## src/rtl/b_sbox.sv

```systemverilog
// rtl/b_sbox.sv - AES forward S-box via composite-field inversion, registered output

module b_sbox (
  input  logic       clk,
  input  logic       rst,
  input  logic [7:0] B,
  output logic [7:0] sub
);

  // GF(2^2) = GF(2)[w]/(w^2+w+1); element {a1,a0} = a1*w + a0
  function automatic logic [1:0] gf4_mul(input logic [1:0] a, input logic [1:0] b);
    return {(a[1] & b[1]) ^ (a[1] & b[0]) ^ (a[0] & b[1]),
            (a[1] & b[1]) ^ (a[0] & b[0])};
  endfunction

  // squaring doubles as inversion in GF(2^2) (a^3 = 1, and 0 maps to 0)
  function automatic logic [1:0] gf4_sq(input logic [1:0] a);
    return {a[1], a[1] ^ a[0]};
  endfunction

  function automatic logic [1:0] gf4_scl_w(input logic [1:0] a);
    return {a[1] ^ a[0], a[1]};
  endfunction

  function automatic logic [1:0] gf4_scl_w2(input logic [1:0] a);
    return {a[0], a[1] ^ a[0]};
  endfunction

  // GF(2^4) = GF(2^2)[y]/(y^2+y+w); Karatsuba form keeps three GF(2^2) multipliers
  function automatic logic [3:0] gf16_mul(input logic [3:0] a, input logic [3:0] b);
    logic [1:0] hh, ll, mm;
    hh = gf4_mul(a[3:2], b[3:2]);
    ll = gf4_mul(a[1:0], b[1:0]);
    mm = gf4_mul(a[3:2] ^ a[1:0], b[3:2] ^ b[1:0]);
    return {mm ^ ll, gf4_scl_w(hh) ^ ll};
  endfunction

  function automatic logic [3:0] gf16_sq(input logic [3:0] a);
    return {gf4_sq(a[3:2]), gf4_scl_w(gf4_sq(a[3:2])) ^ gf4_sq(a[1:0])};
  endfunction

  // scale by lambda = w*y, the constant term of the GF(2^8) extension polynomial
  function automatic logic [3:0] gf16_scl_l(input logic [3:0] a);
    return {gf4_scl_w(a[3:2] ^ a[1:0]), gf4_scl_w2(a[3:2])};
  endfunction

  function automatic logic [3:0] gf16_sq_scl(input logic [3:0] a);
    return gf16_scl_l(gf16_sq(a));
  endfunction

  // inverse of ah*y+al is (ah*y + ah+al) / (w*ah^2 + ah*al + al^2)
  function automatic logic [3:0] gf16_inv(input logic [3:0] a);
    logic [1:0] d, di;
    d  = gf4_scl_w(gf4_sq(a[3:2])) ^ gf4_mul(a[3:2], a[1:0]) ^ gf4_sq(a[1:0]);
    di = gf4_sq(d);
    return {gf4_mul(a[3:2], di), gf4_mul(a[3:2] ^ a[1:0], di)};
  endfunction

  // GF(2^8) = GF(2^4)[z]/(z^2+z+lambda); zero falls through to zero
  function automatic logic [7:0] gf256_inv(input logic [7:0] x);
    logic [3:0] d, di;
    d  = gf16_sq_scl(x[7:4]) ^ gf16_mul(x[7:4], x[3:0]) ^ gf16_sq(x[3:0]);
    di = gf16_inv(d);
    return {gf16_mul(x[7:4], di), gf16_mul(x[7:4] ^ x[3:0], di)};
  endfunction

  // tower multiply, only used while deriving the basis-change matrices
  function automatic logic [7:0] gf256_mul(input logic [7:0] a, input logic [7:0] b);
    logic [3:0] hh, ll, mm;
    hh = gf16_mul(a[7:4], b[7:4]);
    ll = gf16_mul(a[3:0], b[3:0]);
    mm = gf16_mul(a[7:4] ^ a[3:0], b[7:4] ^ b[3:0]);
    return {mm ^ ll, gf16_scl_l(hh) ^ ll};
  endfunction

  // 8x8 GF(2) matrix times vector; column i lives in m[8*i+7:8*i]
  function automatic logic [7:0] mat_apply(input logic [63:0] m, input logic [7:0] v);
    logic [63:0] mm;
    logic [7:0]  vv, r;
    mm = m;
    vv = v;
    r  = '0;
    for (int i = 0; i < 8; i++) begin
      r  = r ^ (mm[7:0] & {8{vv[0]}});
      mm = mm >> 8;
      vv = vv >> 1;
    end
    return r;
  endfunction

  // linear part of the affine map: s_i = v_i ^ v_(i+4) ^ v_(i+5) ^ v_(i+6) ^ v_(i+7)
  function automatic logic [7:0] affine_lin(input logic [7:0] v);
    return v ^ {v[3:0], v[7:4]} ^ {v[4:0], v[7:5]} ^ {v[5:0], v[7:6]} ^ {v[6:0], v[7]};
  endfunction

  // columns are beta^0..beta^7 for a tower element beta that is a root of x^8+x^4+x^3+x+1
  function automatic logic [63:0] tower_basis();
    logic [63:0] cols, found_cols;
    logic [7:0]  cand, p;
    logic        found;
    found      = 1'b0;
    found_cols = '0;
    for (int c = 2; c < 256; c++) begin
      cand = 8'(c);
      p    = 8'h01;
      cols = '0;
      for (int k = 0; k < 8; k++) begin
        cols = {p, cols[63:8]};
        p    = gf256_mul(p, cand);
      end
      if (!found && ((p ^ cols[39:32] ^ cols[31:24] ^ cols[15:8] ^ cols[7:0]) == 8'h00)) begin
        found      = 1'b1;
        found_cols = cols;
      end
    end
    return found_cols;
  endfunction

  // inverse basis change folded into the affine matrix, column by column
  function automatic logic [63:0] out_matrix(input logic [63:0] to_t);
    logic [63:0] cols;
    logic [7:0]  unit, col;
    cols = '0;
    unit = 8'h01;
    for (int j = 0; j < 8; j++) begin
      col = '0;
      for (int a = 0; a < 256; a++) begin
        if (mat_apply(to_t, 8'(a)) == unit) col = affine_lin(8'(a));
      end
      cols = {col, cols[63:8]};
      unit = unit << 1;
    end
    return cols;
  endfunction

  localparam logic [63:0] TO_TOWER   = tower_basis();
  localparam logic [63:0] FROM_TOWER = out_matrix(TO_TOWER);

  logic [7:0] tower_v;
  logic [7:0] tower_inv;
  logic [7:0] sub_d;
  logic [7:0] sub_q;

  // map into the tower field, invert there, map back through the merged affine matrix
  always_comb begin
    tower_v   = mat_apply(TO_TOWER, B);
    tower_inv = gf256_inv(tower_v);
    sub_d     = mat_apply(FROM_TOWER, tower_inv) ^ 8'h63;
  end

  // output register; reset clears it without waiting for a clock edge
  always_ff @(posedge clk or posedge rst) begin
    if (rst) sub_q <= 8'h00;
    else     sub_q <= sub_d;
  end

  assign sub = sub_q;

endmodule

```

## config.mk

```make
export PLATFORM = sky130hd
export DESIGN_NAME = b_sbox
export DESIGN_NICKNAME = d
export VERILOG_FILES = /design/src/rtl/b_sbox.sv
export SDC_FILE = /design/constraint.sdc
export NUM_CORES = 1
export LEC_CHECK = 0
export CAP_MARGIN = 10
export CORE_ASPECT_RATIO = 0.9
export CORE_MARGIN = 2
export CORE_UTILIZATION = 55
export CTS_BUF_LIST = sky130_fd_sc_hd__clkbuf_4 sky130_fd_sc_hd__clkbuf_8
export DETAILED_ROUTE_END_ITERATION = 16
export PLACE_DENSITY = 0.82
export SYNTH_ARGS = -nofsm -noshare
export SYNTH_HDL_FRONTEND = slang
export SYNTH_SLANG_ARGS = --single-unit
```

## constraint.sdc

```tcl
create_clock -name clk -period 0.8 [get_ports clk]
set_input_delay 0.08 -clock clk [delete_from_list [all_inputs] [get_ports clk]]
set_output_delay 0.08 -clock clk [all_outputs]
set_load 0.02 [all_outputs]
```

==> results of run 1 <==
==> routing by layer <==
layer | global-route usage (%) | overflow
met5 | 11.1 | 0
met3 | 47.8 | 0
met2 | 87.4 | 0
met1 | 64.5 | 0
met4 | 65.5 | 3
==> through the flow <==
stage          util, %  cells  hold WS, ns
3_3_place_gp      84.8    410        0.335
2_1_floorplan        -    264       -0.104
3_5_place_dp      84.8    410        0.378
4_1_cts           97.3    431        0.141
==> logic make-up after synthesis <==
family | Yosys count
AOI/OAI and AO/OA | 63
and+or+nand+nor | 78
xor gates and xnor gates | 74
adders and majority gates | 5
muxes | 8
buffers and inverters | 28
DFF | 8
==> repair_timing <==
item | 4_1_cts
hold buffers | 0
setup endpoints to repair | 16
buffers inserted | 18
gates resized for setup | 149
pin swaps | 26
==> run metrics, run 1 <==
Final GP Congestion 1.01; htree depth 1; Synth cell types a little over 60; post-synthesis sequential area ratio under 10%; pre-CTS setup slack -4.29 ns; placed wire-length estimate roughly 7000 microns; Syn. warnings 0; status stopped before the end; tool error [ERROR GRT-0116] Global routing finished with congestion. Check the congestion regions in the DRC Viewer.; Die Ht roughly 67 microns; Initial Utilization about 58%; top cell type by total area after synthesis xnor2_1; Post-Syn Area 0.00240 sq mm; Cells after Synth roughly 260; clock root buffer clkbuf_8; ranking of synthesized cells by area xnor2_1 (12%), xnor3_1 (9.4%), dfrtp_1 (8.3%), xor2_1 (4.7%), xnor2_2 (4.7%); Mapped Avg Cell Area around 9.1 sq um; post-synth top area share 12.0%; Top FF cell, synth dfrtp_1; Post-Synth Simple-Gate Area between 15 and 20%; die width between 70 and 80 microns; Post-synth EDFFs 0; mux cell area share after synthesis 3.60%; post-synthesis xor/xnor area fraction a little over two fifths; clock sinks 8; Seq cells post-synth 8; top cells by count, synth xnor2_1 (33), nand2_1 (14), nand3_1 (13), o21ai_0 (13), xor2_1 (13); clock buffer depth 2; asr flop ratio synth 100%; row cnt 22; Overall Global Routing Usage roughly 66%; I/O Pins 18; stage where the run ended global routing; CTS Buf Count 3; placed inst area roughly 0.0035 sq mm; main combinational cell family by area after synthesis XOR/XNOR gates; largest net degree at the start of global routing 14; Port Buf Inserts 17; grt ovf 3; number of global-route vias before repair approximately 3800; first-pass GRT wire length 22900 microns; Adder-Cell Fraction of Synth Area under 10%; most numerous cell in the Yosys netlist xnor2_1; post-synthesis compound-gate area fraction roughly a fifth; Net Count, Synth about 280
==> run 2, diff against run 1 <==
==> config.mk (replaced) <==
export PLATFORM = sky130hd
export DESIGN_NAME = b_sbox
export DESIGN_NICKNAME = d
export VERILOG_FILES = /design/src/rtl/b_sbox.sv
export SDC_FILE = /design/constraint.sdc
export NUM_CORES = 1
export LEC_CHECK = 0
export CAP_MARGIN = 10
export CORE_MARGIN = 2
export CORE_UTILIZATION = 40
export DETAILED_ROUTE_END_ITERATION = 16
export PLACE_DENSITY_LB_ADDON = 0.15
export SYNTH_ARGS = -nofsm -noshare
export SYNTH_HDL_FRONTEND = slang
export SYNTH_SLANG_ARGS = --single-unit
==> run metrics, run 2 <==
Die Ht around 80 microns; fin crit period slightly above 4 ns; drt drc 0; max cap viols 0; Synth cell types 61; WL/cell ~18 microns; I/O Pins 18; htree depth 1; Cells after Synth approximately 260; CTS tree built; clock buffer depth 2; CP required between 0.8 and 0.9 ns; Net Count, Synth ~280; Hold Violations, Final 0; post-layout net count 441; asr flop ratio synth between 90% and 100%; fin crit share 512%; Total Wirelength between 8000 and 9000 microns; Mapped Avg Cell Area slightly above 9 sq um; Relative slew margins 66.0%; Via Count roughly 2700; status finished with violations; capture point of the worst path sub[2]$_DFF_PP0_; largest net degree at the start of global routing 14; row cnt 28; Worst Setup Slack, final -3.29 ns; worst-path fanout max 4; min-delay worst type input pin to asynchronous set/reset pin; Final Setup Violations 13; Port Buf Inserts 17; top cells by count, synth xnor2_1 (33), nand2_1 (14), nand3_1 (13), o21ai_0 (13), xor2_1 (13); first-pass GRT wire length about 12000 microns; clock root buffer clkbuf_8; Final Max Tran Viols 0; top cell type by total area after synthesis xnor2_1; die width 81.5 microns; Final GP Congestion around 0.93; Post-DRT Antenna Nets 0; most frequent cells in the layout buf_4 (130), buf_6 (31), xnor2_1 (16); Core ar. 0.00585 sq mm; Worst Path Arrival between 4 and 5 ns; antenna violations before repair 0; Area growth, synth to finish 92.0%; die area about 0.0066 sq mm; Post-synth EDFFs 0; Post-Syn Area 0.00240 sq mm; n_diodes 0; ranking of synthesized cells by area xnor2_1 (12%), xnor3_1 (9.4%), dfrtp_1 (8.3%), xor2_1 (4.7%), xnor2_2 (4.7%); post-synth top area share approximately 12%; failing checks negative setup slack; Syn. warnings 0; max FFs per register 8; Avg Vias per Cell 5.33; CTS Buf Count 3; Top FF cell, synth dfrtp_1; number of global-route vias before repair between 2000 and 3000; most numerous cell in the Yosys netlist xnor2_1; Overall Global Routing Usage 24.4%; Pre-Repair DR Iteration Count 4; clock sinks 8; grt ovf 0; Seq cells post-synth 8; pre-CTS setup slack -4.16 ns; commonest non-fill, non-tap cell in the layout buf_4; placed wire-length estimate 5600 microns; worst-margin pin slew about 0.5 ns; Max Clk Rate 244 MHz; crit path kind input pin to register; RSZ-0062 raised after global routing yes; Starting DRT DRC Count between 150 and 200; post-synthesis sequential area ratio under 10%; Critical Path Sink Type register; Clk pin slew, worst setup/hold paths roughly 0.04 ns; Startpoint Class input pin; fraction of layout cells with a size suffix above 1 between 60% and 70%; Initial Utilization about two fifths; crit path from B[2]
run 2: cells by family after synthesis:
group	synth area share (%)
and+or+nand+nor	17.7
xor gates and xnor gates	41.8
AOI/OAI and AO/OA	19.9
buffers and inverters	6.10
muxes	3.60
DFF	8.34
adders and majority gates	2.61
run 2: timing repair:
| action | in CTS | in global routing |
|---|---|---|
| setup buffers | 28 | 24 |
| gates cloned | 0 | 0 |
| setup endpoints to repair | 16 | 16 |
| hold buffers | 0 | 0 |
| pin swaps | 42 | 26 |
| gates resized for setup | 123 | 73 |
run 2: routing by layer:
layer	GRT usage [%]	up-vias	share of wire, %
met2	43.6	59	53
met3	3.19	12	3.4
met5	0	-	0
li1	-	1284	-
met4	3.73	0	1.3
met1	31.9	1303	42
run 2: worst max-delay path, cell delays in order:
cell and delay, ns:
buf_12 0.11, buf_8 0.12, xor2_2 0.18, xnor3_2 0.49, buf_6 0.15, nor2_8 0.14, xor2_4 0.23, xnor2_4 0.15
inv_2 0.07, ha_4 0.20, buf_6 0.14, nand2_4 0.06, buf_4 0.11, a21oi_2 0.06, nor3_2 0.38, a21o_1 0.30
a21o_1 0.20, buf_4 0.14, nor2_1 0.05, a211oi_2 0.23, xnor2_1 0.22, xnor3_1 0.37
run 2: layout make-up:
type	instances	area, sq um
Multi-Input combinational cell	228	2730
Timing Repair Buffer	172	1490
Fill cell	325	1240
Sequential cell	8	200
Tap cell	75	93.8
Inverter	13	53.8
Clock buffer	3	41.3
run 2: worst min path at each step:
stage                     startpoint               end  depth (start not counted)
final                            rst  sub[5]$_DFF_PP0_                          2
after floorplan                  rst  sub[0]$_DFF_PP0_                          1
after global routing             rst  sub[5]$_DFF_PP0_                          2
after global placement           rst  sub[2]$_DFF_PP0_                          2
after detailed placement         rst  sub[2]$_DFF_PP0_                          2
after CTS                        rst  sub[5]$_DFF_PP0_                          2
run 2: through the flow:
step	TNS, ns	hold slack (ns)	area, sq um	utilization, %	instances
after floorplan	-26.72	-0.104	2680	-	264
after global placement	-33.64	0.336	3580	61.3	447
after detailed placement	-33.80	0.348	3580	61.3	447
after CTS	-25.18	0.104	4090	70.0	477
after global routing	-27.10	0.131	4610	78.8	499
final	-25.65	0.104	4610	78.8	499
Power of run 2 is not shown: default switching activity piles up to over one toggle a cycle in this logic, so the estimate is an artifact.
==> run 3, diff against run 2 <==
--- a/config.mk
+++ b/config.mk
@@ -6,10 +6,10 @@
 export NUM_CORES = 1
 export LEC_CHECK = 0
 export CAP_MARGIN = 10
+export CORE_ASPECT_RATIO = 1.2
 export CORE_MARGIN = 2
 export CORE_UTILIZATION = 40
 export DETAILED_ROUTE_END_ITERATION = 16
-export PLACE_DENSITY_LB_ADDON = 0.15
 export SYNTH_ARGS = -nofsm -noshare
 export SYNTH_HDL_FRONTEND = slang
 export SYNTH_SLANG_ARGS = --single-unit
==> constraint.sdc (replaced) <==
create_clock -name clk -period 4.5 [get_ports clk]
set_input_delay 0.45 -clock clk [delete_from_list [all_inputs] [get_ports clk]]
set_output_delay 0.45 -clock clk [all_outputs]
set_load 0.02 [all_outputs]
==> run metrics, run 3 (synthesized netlist as in run 2, its figures left out) <==
Clk pin slew, worst setup/hold paths approximately 0.040 ns; max FFs per register 8; Die Ht 88.9 microns; cells along the critical path buf_8, buf_6, xnor3_2, mux2i_4, xnor2_4, xor2_4, buf_4, xnor3_2, buf_4, nand3_2, o211ai_2, a32oi_4, buf_4, nand3_4, xnor2_4, xnor3_2, xor2_2, xnor3_1; Area growth, synth to finish 76.1%; clock buffer depth 2; Pre-Repair DR Iteration Count 4; Overall Global Routing Usage between 20% and 30%; fin crit period about 4.5 ns; I/O Pins 18; Starting DRT DRC Count 130; CTS Buf Count 3; Placed Cells between 400 and 500; die width 74.7 microns; Total Wirelength between 7000 and 8000 microns; Port Buf Inserts 17; crit path kind input pin to register; CTS tree built; multi-input logic area about 0.0026 sq mm; Filler Cell Count around 400; die area approximately 0.0066 sq mm; Final GP Congestion around 0.83; placed wire-length estimate about 5300 microns; sequential cell area approximately 200 sq um; number of global-route vias before repair approximately 2400; grt ovf 0; fin crit share 101%; largest net degree at the start of global routing 14; Max Clk Rate about 220 MHz; clock sinks 8; Worst Path Arrival about 4.7 ns; RSZ-0062 raised after global routing yes; CP required roughly 4.6 ns; first-pass GRT wire length 11000 microns; Worst Setup Slack, final -0.0449 ns; Top delay family on crit path XOR/XNOR gates; status finished with violations; Final Max Tran Viols 0; max cap viols 0; Layout Cells excl Fill between 400 and 500; most frequent cells in the layout buf_4 (108), xnor2_1 (19), buf_6 (15); Relative slew margins 55.7%; worst-path fanout max 7; Critical Path Sink Type register; Final Setup Violations 1; post-layout net count 410; drt drc 0; Avg Vias per Cell roughly 5.2; Initial Utilization roughly two fifths; commonest non-fill, non-tap cell in the layout buf_4; fraction of layout cells with a size suffix above 1 60.1%; Startpoint Class input pin; crit path buf inv count 5; Crit-path slowest cell xnor3_2; Via Count around 2500; n_diodes 0; failing checks negative setup slack; row cnt 30; Hold Violations, Final 0; Core ar. about 0.0057 sq mm; htree depth 1; antenna violations before repair 0; clock root buffer clkbuf_8; Post-DRT Antenna Nets 0; WL/cell between 15 and 20 microns; hold_buf cts 0; worst-margin pin slew 0.660 ns; Crit path largest cell delay about 0.5 ns; min-delay worst type input pin to asynchronous set/reset pin; crit path from B[4]
## run 3: cell types whose count changed in the layout (fill, tap and decap cells not counted), sizes merged
cell / previous run / this run
dlymetal6s2s: 0 / 1
buf: 169 / 130
dlygate4sd2: 1 / 0
clkdlybuf4s50: 1 / 9
## run 3: final timing paths
| kind | end | slack, ns | cells past startpoint |
|---|---|---|---|
| max in group asynchronous | sub[7]$_DFF_PP0_ | 3.81 | 2 |
| worst max-delay path | sub[5]$_DFF_PP0_ | -0.04 | 18 |
| worst min-delay path | sub[5]$_DFF_PP0_ | 0.45 | 2 |
| min in group clk | sub[5]$_DFF_PP0_ | 1.18 | 5 |
## run 3: area by class of cell
type | count | share of cell area [%]
Multi-Input combinational cell | 228 | 62.1
Timing Repair Buffer | 141 | 28.6
Sequential cell | 8 | 4.74
Tap cell | 80 | 2.37
Inverter | 13 | 1.21
Clock buffer | 3 | 0.977
## run 3: routing by layer
metal,share of wire [%],up-vias,global-route usage [%]
met1,42,1199,27.3
met4,1.5,0,4.87
met5,0,-,0
li1,-,1219,-
met2,53,52,37.9
met3,3.0,10,3.19
## run 3: stage by stage
stage	instance area (sq um)	utilization [%]	setup TNS, ns	hold slack, ns	setup slack, ns
2_1_floorplan	2660	-	-0.577	0.266	-0.181
3_3_place_gp	3530	61.5	-4.26	0.704	-0.679
3_5_place_dp	3530	61.5	-4.63	0.712	-0.709
4_1_cts	3940	68.6	0	0.468	0.00575
6_report	4230	73.6	-0.0449	0.455	-0.0449
5_1_grt	4230	73.6	-0.542	0.483	-0.204
## run 3: what timing repair did
action | 4_1_cts | 5_1_grt
gates resized for setup | 70 | 48
setup buffers | 19 | 15
endpoints found under the setup margin | 8 | 7
pin swaps | 34 | 42
Power of run 3 is left out for the same reason.
==> run 4, diff against run 3 <==
--- a/config.mk
+++ b/config.mk
@@ -9,6 +9,7 @@
 export CORE_ASPECT_RATIO = 1.2
 export CORE_MARGIN = 2
 export CORE_UTILIZATION = 40
+export CTS_CLUSTER_SIZE = 24
 export DETAILED_ROUTE_END_ITERATION = 16
 export SYNTH_ARGS = -nofsm -noshare
 export SYNTH_HDL_FRONTEND = slang
==> results of run 4 <==
Final layout, timing and power as in run 3 (identical DEF).
Power of run 4 is left out for the same reason.
